File: config.mk
export PLATFORM = sky130hd
export DESIGN_NAME = ahb_ram_init_ctrl
export DESIGN_NICKNAME = d
export VERILOG_FILES = /design/src/rtl/ahb_ram_init_ctrl.sv
export SDC_FILE = /design/constraint.sdc
export NUM_CORES = 1
export LEC_CHECK = 0
export BUFFER_PORTS_ARGS = -buffer_cell sky130_fd_sc_hd__buf_2
export CELL_PAD_IN_SITES_DETAIL_PLACEMENT = 2
export CELL_PAD_IN_SITES_GLOBAL_PLACEMENT = 2
export CORE_ASPECT_RATIO = 1.4
export CORE_UTILIZATION = 23
export CTS_CLUSTER_DIAMETER = 60
export DETAILED_ROUTE_END_ITERATION = 12
export GPL_TIMING_DRIVEN = 0
export PLACE_DENSITY = 0.86
export REMOVE_ABC_BUFFERS = 1
export SLEW_MARGIN = 10
export SYNTH_ARGS = -nofsm -noshare
export SYNTH_HDL_FRONTEND = slang
export SYNTH_SLANG_ARGS = --single-unit
File: constraint.sdc
create_clock -name HCLK -period 9 [get_ports HCLK]
set_input_delay 0.9 -clock HCLK [delete_from_list [all_inputs] [get_ports HCLK]]
set_output_delay 0.9 -clock HCLK [all_outputs]
set_load 0.005 [all_outputs]
File: src/rtl/ahb_ram_init_ctrl.sv
// AHB-Lite front end for a shared block RAM: fills every word after reset, stalls and replays one CPU transfer, then passes through.
// Build option AHB_RAM_INIT_ADDR_PATTERN_EN fills word k with its own index instead of FILL_VALUE.
module ahb_ram_init_ctrl #(
  parameter int          AW         = 16,
  parameter logic [31:0] FILL_VALUE = 32'h0000_0000
) (
  input  logic          HCLK,
  input  logic          HRESET,
  input  logic          S_HSEL,
  input  logic [AW-1:0] S_HADDR,
  input  logic [1:0]    S_HTRANS,
  input  logic [2:0]    S_HSIZE,
  input  logic          S_HWRITE,
  input  logic [31:0]   S_HWDATA,
  input  logic          S_HREADY,
  output logic          S_HREADYOUT,
  output logic [31:0]   S_HRDATA,
  output logic          S_HRESP,
  output logic          M_HSEL,
  output logic [AW-1:0] M_HADDR,
  output logic [1:0]    M_HTRANS,
  output logic [2:0]    M_HSIZE,
  output logic          M_HWRITE,
  output logic [31:0]   M_HWDATA,
  output logic          M_HREADY,
  input  logic          M_HREADYOUT,
  input  logic [31:0]   M_HRDATA,
  input  logic          M_HRESP,
  output logic          INIT_DONE
);

  localparam int CW = AW - 2;
  localparam logic [CW-1:0] LAST = '1;

  typedef enum logic [1:0] {FILL = 2'd0, FILL_LAST = 2'd1, REPLAY = 2'd2, PASS = 2'd3} state_t;

  state_t          state, state_nxt;
  logic [CW-1:0]   cnt;
  logic            pend;
  logic [AW-1:0]   cap_addr;
  logic [1:0]      cap_trans;
  logic [2:0]      cap_size;
  logic            cap_write;
  logic            capture;
  logic [31:0]     fill_dat;

  assign capture = (state == FILL || state == FILL_LAST) && !pend &&
                   S_HSEL && S_HREADY && S_HTRANS[1];

`ifdef AHB_RAM_INIT_ADDR_PATTERN_EN
  logic [CW-1:0] fill_idx;
  // FILL carries the data phase of the previous word; FILL_LAST carries the final one.
  assign fill_idx = (state == FILL_LAST) ? cnt : cnt - 1'b1;
  assign fill_dat = {{(32-CW){1'b0}}, fill_idx};
`else
  assign fill_dat = FILL_VALUE;
`endif

  always_ff @(posedge HCLK) begin
    if (HRESET) begin
      state <= FILL;
      cnt   <= '0;
      pend  <= 1'b0;
    end else begin
      state <= state_nxt;
      if (state == FILL && M_HREADYOUT && cnt != LAST)
        cnt <= cnt + 1'b1;
      if (capture)
        pend <= 1'b1;
      else if (state == REPLAY)
        pend <= 1'b0;
    end
  end

  always_ff @(posedge HCLK) begin
    if (capture) begin
      cap_addr  <= S_HADDR;
      cap_trans <= S_HTRANS;
      cap_size  <= S_HSIZE;
      cap_write <= S_HWRITE;
    end
  end

  always_comb begin
    state_nxt = state;
    case (state)
      FILL:      if (M_HREADYOUT && cnt == LAST) state_nxt = FILL_LAST;
      // A transfer captured on this very edge must still be replayed.
      FILL_LAST: if (M_HREADYOUT) state_nxt = (pend || capture) ? REPLAY : PASS;
      REPLAY:    state_nxt = PASS;
      default:   state_nxt = PASS;
    endcase
  end

  always_comb begin
    M_HSEL      = 1'b0;
    M_HADDR     = '0;
    M_HTRANS    = 2'b00;
    M_HSIZE     = 3'b010;
    M_HWRITE    = 1'b0;
    M_HWDATA    = '0;
    M_HREADY    = 1'b1;
    S_HREADYOUT = 1'b1;
    S_HRDATA    = '0;
    S_HRESP     = 1'b0;
    INIT_DONE   = 1'b0;
    if (!HRESET) begin
      case (state)
        FILL: begin
          M_HSEL      = 1'b1;
          M_HADDR     = {cnt, 2'b00};
          M_HTRANS    = 2'b10;
          M_HWRITE    = 1'b1;
          M_HWDATA    = fill_dat;
          M_HREADY    = M_HREADYOUT;
          S_HREADYOUT = !pend;
        end
        FILL_LAST: begin
          M_HWDATA    = fill_dat;
          M_HREADY    = M_HREADYOUT;
          S_HREADYOUT = !pend;
        end
        REPLAY: begin
          M_HSEL      = 1'b1;
          M_HADDR     = cap_addr;
          M_HTRANS    = cap_trans;
          M_HSIZE     = cap_size;
          M_HWRITE    = cap_write;
          M_HWDATA    = S_HWDATA;
          S_HREADYOUT = 1'b0;
        end
        default: begin
          M_HSEL      = S_HSEL;
          M_HADDR     = S_HADDR;
          M_HTRANS    = S_HTRANS;
          M_HSIZE     = S_HSIZE;
          M_HWRITE    = S_HWRITE;
          M_HWDATA    = S_HWDATA;
          M_HREADY    = S_HREADY;
          S_HREADYOUT = M_HREADYOUT;
          S_HRDATA    = M_HRDATA;
          S_HRESP     = M_HRESP;
          INIT_DONE   = 1'b1;
        end
      endcase
    end
  end

endmodule

=== After elaboration in Yosys (flattened, before gate mapping) ===
Index checks and enable logic that the tools add are counted.

* Input bits: 92
* Word-level logic and storage cells: 58
* Bits in registers: 39

* Multiplexer cells: 28
* Eq/ne operators: 6
* Reductions and logical operators: 16
* Add/subtract/negate cells: 1

{| class="wikitable"
|+ Operator list
! operator !! count
|-
| $mux W32 || 4
|-
| $pmux W16 S3 || 1
|-
| $mux W16 || 1
|-
| $add A14 B1 Y14 const B || 1
|-
| $eq A14 B14 Y1 const B || 1
|-
| $ne A14 B14 Y1 const B || 1
|-
| $mux W1 || 11
|-
| $logic_and A1 B1 Y1 || 7
|-
| $mux W2 || 3
|-
| $pmux W1 S2 || 3
|-
| $pmux W2 S3 || 1
|-
| $pmux W3 S2 || 1
|-
| $pmux W2 S2 || 1
|-
| $reduce_or A2 Y1 || 2
|-
| $mux W3 || 1
|-
| $pmux W1 S3 || 1
|-
| $reduce_or A3 Y1 || 1
|-
| $eq A2 B1 Y1 const B || 1
|-
| $eq A2 B2 Y1 const B || 1
|-
| $logic_not A2 Y1 || 1
|-
| $logic_or A1 B1 Y1 || 2
|-
| $ne A2 B1 Y1 const B || 1
|-
| $ne A2 B2 Y1 const B || 1
|-
| $reduce_and A2 Y1 || 1
|-
| 2 further kinds || 2
|}

=== Logic depth before layout (Yosys ltp) ===
* Depth in word-level cells: 10
* Depth in mapped cells: 6

=== Worst setup path before layout ===
No wires, ideal clock.

* Path type: input -> register
* Start: input port S_HTRANS[1]
* End: register cap_addr[0] (enable)
* Stages on the path: 2
* Arrival: 2,525 ps
* Buffers on the path: 0
* Required time: 8,571 ps
* Path slack: 6,047 ps
* Cells stage by stage: nand3_1 nor3_1

* Longest elaborated chain between the ends: 1

{| class="wikitable"
|+ RTL lines
! item !! line !! text
|-
| from (decl) || 11 || <nowiki>input logic [1:0] S_HTRANS,</nowiki>
|-
| $logic_and A1 B1 Y1 || 48 || <nowiki>S_HSEL && S_HREADY && S_HTRANS[1];</nowiki>
|-
| via capture || 44 || <nowiki>logic capture;</nowiki>
|-
| to (signal assigned) || 77 || <nowiki>cap_addr <= S_HADDR;</nowiki>
|-
| to (decl) || 40 || <nowiki>logic [AW-1:0] cap_addr;</nowiki>
|}

The timed path passes the listed nets, and every way through them passes these cells.
A chain may end at the register's enable or synchronous reset.

=== Final worst setup path ===
* Start: input port HRESET
* End: output port S_HRDATA[17]

* Longest elaborated chain between the ends: 1

{| class="wikitable"
|+ RTL lines
! item !! line !! text
|-
| from (decl) || 8 || <nowiki>input logic HRESET,</nowiki>
|-
| $mux W32 || 107 || <nowiki>if (!HRESET) begin</nowiki>
|-
| to (decl) || 17 || <nowiki>output logic [31:0] S_HRDATA,</nowiki>
|}

No other way between the ends.

==> summary.md <==
- **largest net degree at the start of global routing** 80
- **most frequent cell after synthesis** and3_1
- **skew final** 0.00778 ns
- **number of clock sinks** 39
- **total congestion overflow** 0
- **WHS Path Cells** 2
- **PD cells** 116 mW/mm^2
- **Critical Path Slowest Stage Cell** buf_2
- **Post-DP HPWL** 8500 um
- **I/O Buffers** 182
- **start-to-end type of the worst setup path** in -> out
- **vertical die dimension** 128 um
- **highest clock frequency the design can meet** 0.302 GHz
- **most used flip-flop cell after synthesis** edfxtp_1
- **synthesis-to-layout area growth** 47.1%
- **worst min-delay path class** reg -> reg
- **Post-synth EDFFs** 22
- **run status** completed
- **fraction of registers with async set/reset** 0%
- **final estimated routing congestion in global placement** 0.817
- **placeable core area** 0.0109 mm^2
- **Min-Delay Startpoint** cnt[11]
- **maximum fanout along the worst path** 41
- **cell depth of the worst flop-to-flop path** 4
- **Area contributors post-synth** edfxtp_1, dfxtp_1, and3_1, and2_1, mux2_2
- **worst slew slack as a fraction of its limit** 34.7%
- **clock root buffer** clkbuf_16
- **via count** 2947
- **Syn. warnings** 0
- **required time at the endpoint of the critical path** 8.10 ns
- **most common library cells after synthesis** and3_1, and2_1, nor2_1, a21oi_1, clkbuf_1
- **Lkg Pwr** 1.89 nW
- **top-area cell type share of the netlist area** 25.5%
- **area enclosed by the die boundary** 0.0117 mm^2
- **DRT Pass-1 Iters** 4
- **VDD IR max** 0.0560 mV
- **arrival time worst endpoint** 2.41 ns
- **Cell variety after synth** 38
- **number of core rows** 45
- **count of boundary I/O pins** 183
- **final wirelength** 10900 um
- **remaining number of nets flagged by the antenna check after routing** 0
- **layout cell share with drive strength beyond 1** 46.8%
- **Final Cycle Share** 36.8%
- **post-CTS setup buffer count** 0
- **endpoint of the lowest-slack register-to-register path** cnt[11]
- **clock tree from TritonCTS** built
- **critical path, cell by cell** buf_2 > nor2b_4 > buf_16 > and3_1 > buf_2
- **critical register-to-register path startpoint** state[1]
- **count of routing violations after the opening detailed-route iteration** 68
- **number of vias per cell** 4.83
- **CTS-repair resized insts** 0
- **post-DR wirelength/cell** 17.9 um
- **Setup TNS** 0 ns
- **Crit. End Element** output pin
- **setup slack at placement** 5.64 ns
- **area of the mapped netlist** 0.00259 mm^2
- **die span in x** 91.8 um
- **Slowest Stage Delay on Critical Path** 0.63 ns
- **Final setup violation count** 0
- **part of the Yosys area used for sequential elements** 38.6%
- **hold_buf cts** 0
- **Buf/Inv on CP** 3
- **unrepaired setup endpoints after global routing** false
- **crit path launch type** input port
- **clock buffer count from CTS** 5
- **vias in the first global route** 3016
- **setup slack on the worst flop-to-flop path** 6.85 ns
- **final count of pins violating max slew** 0
- **maxcap violations** 0
- **Bufs on Longest Clock Path** 2
- **cell repeated most along the worst path** buf_2
- **total DRC errors in the routed layout** 0
- **cell count after synthesis** 303
- **number of antenna violations at the first check in global routing** 1
- **clock slew at the register clock pins of the worst setup and hold paths** 0.06 ns
- **htree depth** 2
- **clock latency of the later-clocked register in the worst-skew pair** 0.29 ns
- **number of inserted filler cells in the final layout** 1293
- **starting density of the core** 23.7%
- **Seq cells post-synth** 39
- **synthesized area divided by synthesized cell count** 8.56 um^2
- **layout net count** 560
- **all-layer global routing usage** 18.2%
- **kind of cell adding the most delay to the critical path** buffers and inverters
- **hold path endpoint** cnt[11]
- **final hold viol count** 0
- **library cell with the largest summed area after synthesis** edfxtp_1
- **Worst Tran Pin Value** 0.971 ns
- **final setup margin** 5.69 ns
- **global-route wire length before repair** 16500 um
- **time the final worst path needs with I/O delays and setup** 3.31 ns
-- area by class of cell --
type / instances / area, um^2 / share of cell area [%]
multi-input combinational: 231 / 1480 / 38.9
sequential: 39 / 1010 / 26.4
timing repair buffer: 185 / 957 / 25.1
tap: 141 / 176 / 4.62
clock buffer: 5 / 125 / 3.28
clock inverter: 3 / 46.3 / 1.21
inverter: 5 / 18.8 / 0.492
antenna: 1 / 2.50 / 0.0656
-- cell usage in the layout (no fill, tap or decap), types with 10 or more instances in the layout --
master | synthesis | layout
nor3b_1 | 11 | 11
edfxtp_1 | 22 | 22
a21oi_1 | 29 | 29
and3_1 | 34 | 34
dfxtp_1 | 17 | 15
buf_2 | 3 | 182
nand2_1 | 10 | 10
and2_1 | 33 | 33
mux2_2 | 17 | 17
nor2_1 | 31 | 31
-- power by group --
group          switching, mW  internal (mW)  leakage, nW  total [mW]
logic                 0.0190         0.0201         1.46      0.0391
registers            0.00196          0.192        0.340       0.194
clock network         0.0760          0.132       0.0804       0.208
total                 0.0970          0.344         1.89       0.441
-- layer usage --
layer	track usage, %	share of wire, %	up-vias
li1	-	-	1415
met1	21.3	40	1383
met2	33.7	51	136
met3	3.44	6.6	13
met4	4.69	1.7	0
met5	0	0	-
-- flip-flops by register name, indices dropped and copies added, names as in the netlist --
| name | cells |
|---|---|
| cap_write | 1 |
| cap_trans | 2 |
| cap_size | 3 |
| cap_addr | 16 |
| cnt | 14 |
| state | 2 |
| pend | 1 |
-- stage by stage --
| step | util [%] | total power, mW | hold WS, ns | instances | instance area, um^2 |
|---|---|---|---|---|---|
| floorplan | - | 0.206 | 0.463 | 275 | 2480 |
| global placement | 32.7 | 0.235 | 0.503 | 598 | 3570 |
| detailed placement | 33.3 | 0.238 | 0.526 | 601 | 3640 |
| CTS | 34.9 | 0.447 | 0.532 | 609 | 3810 |
| global route | 34.9 | 0.455 | 0.550 | 610 | 3820 |
| finish | 34.9 | 0.441 | 0.535 | 610 | 3820 |
-- worst reg2reg max path, cell delays in order, from the launching register on --
cell and delay (ns):
dfxtp_2 0.59, nand2b_1 0.32, or3_1 0.46, or4_1 0.55
a21oi_1 0.15
-- worst max-delay path by stage --
| stage | start | endpoint | slack [ns] | cells past startpoint |
|---|---|---|---|---|
| 2_1_floorplan | state[1] | S_HRDATA[0] | 5.26 | 2 |
| 3_3_place_gp | state[1] | S_HRDATA[17] | 3.96 | 3 |
| 3_5_place_dp | HRESET | S_HRDATA[17] | 5.64 | 5 |
| 4_1_cts | HRESET | S_HRDATA[17] | 5.65 | 5 |
| 5_1_grt | HRESET | S_HRDATA[17] | 5.52 | 5 |
| 6_report | HRESET | S_HRDATA[17] | 5.69 | 5 |
-- logic make-up (layout without fill, tap and decap cells) --
logic type | after synthesis | after routing | synth area share, %
fa+ha+maj | 1 | 1 | 0.482
mux | 23 | 23 | 9.70
buf+inv | 33 | 198 | 4.92
flops | 39 | 39 | 38.6
simple gates | 160 | 160 | 35.6
other cells | 0 | 1 | 0
compound gates | 47 | 47 | 10.7
(Power assumes the default switching activity.)
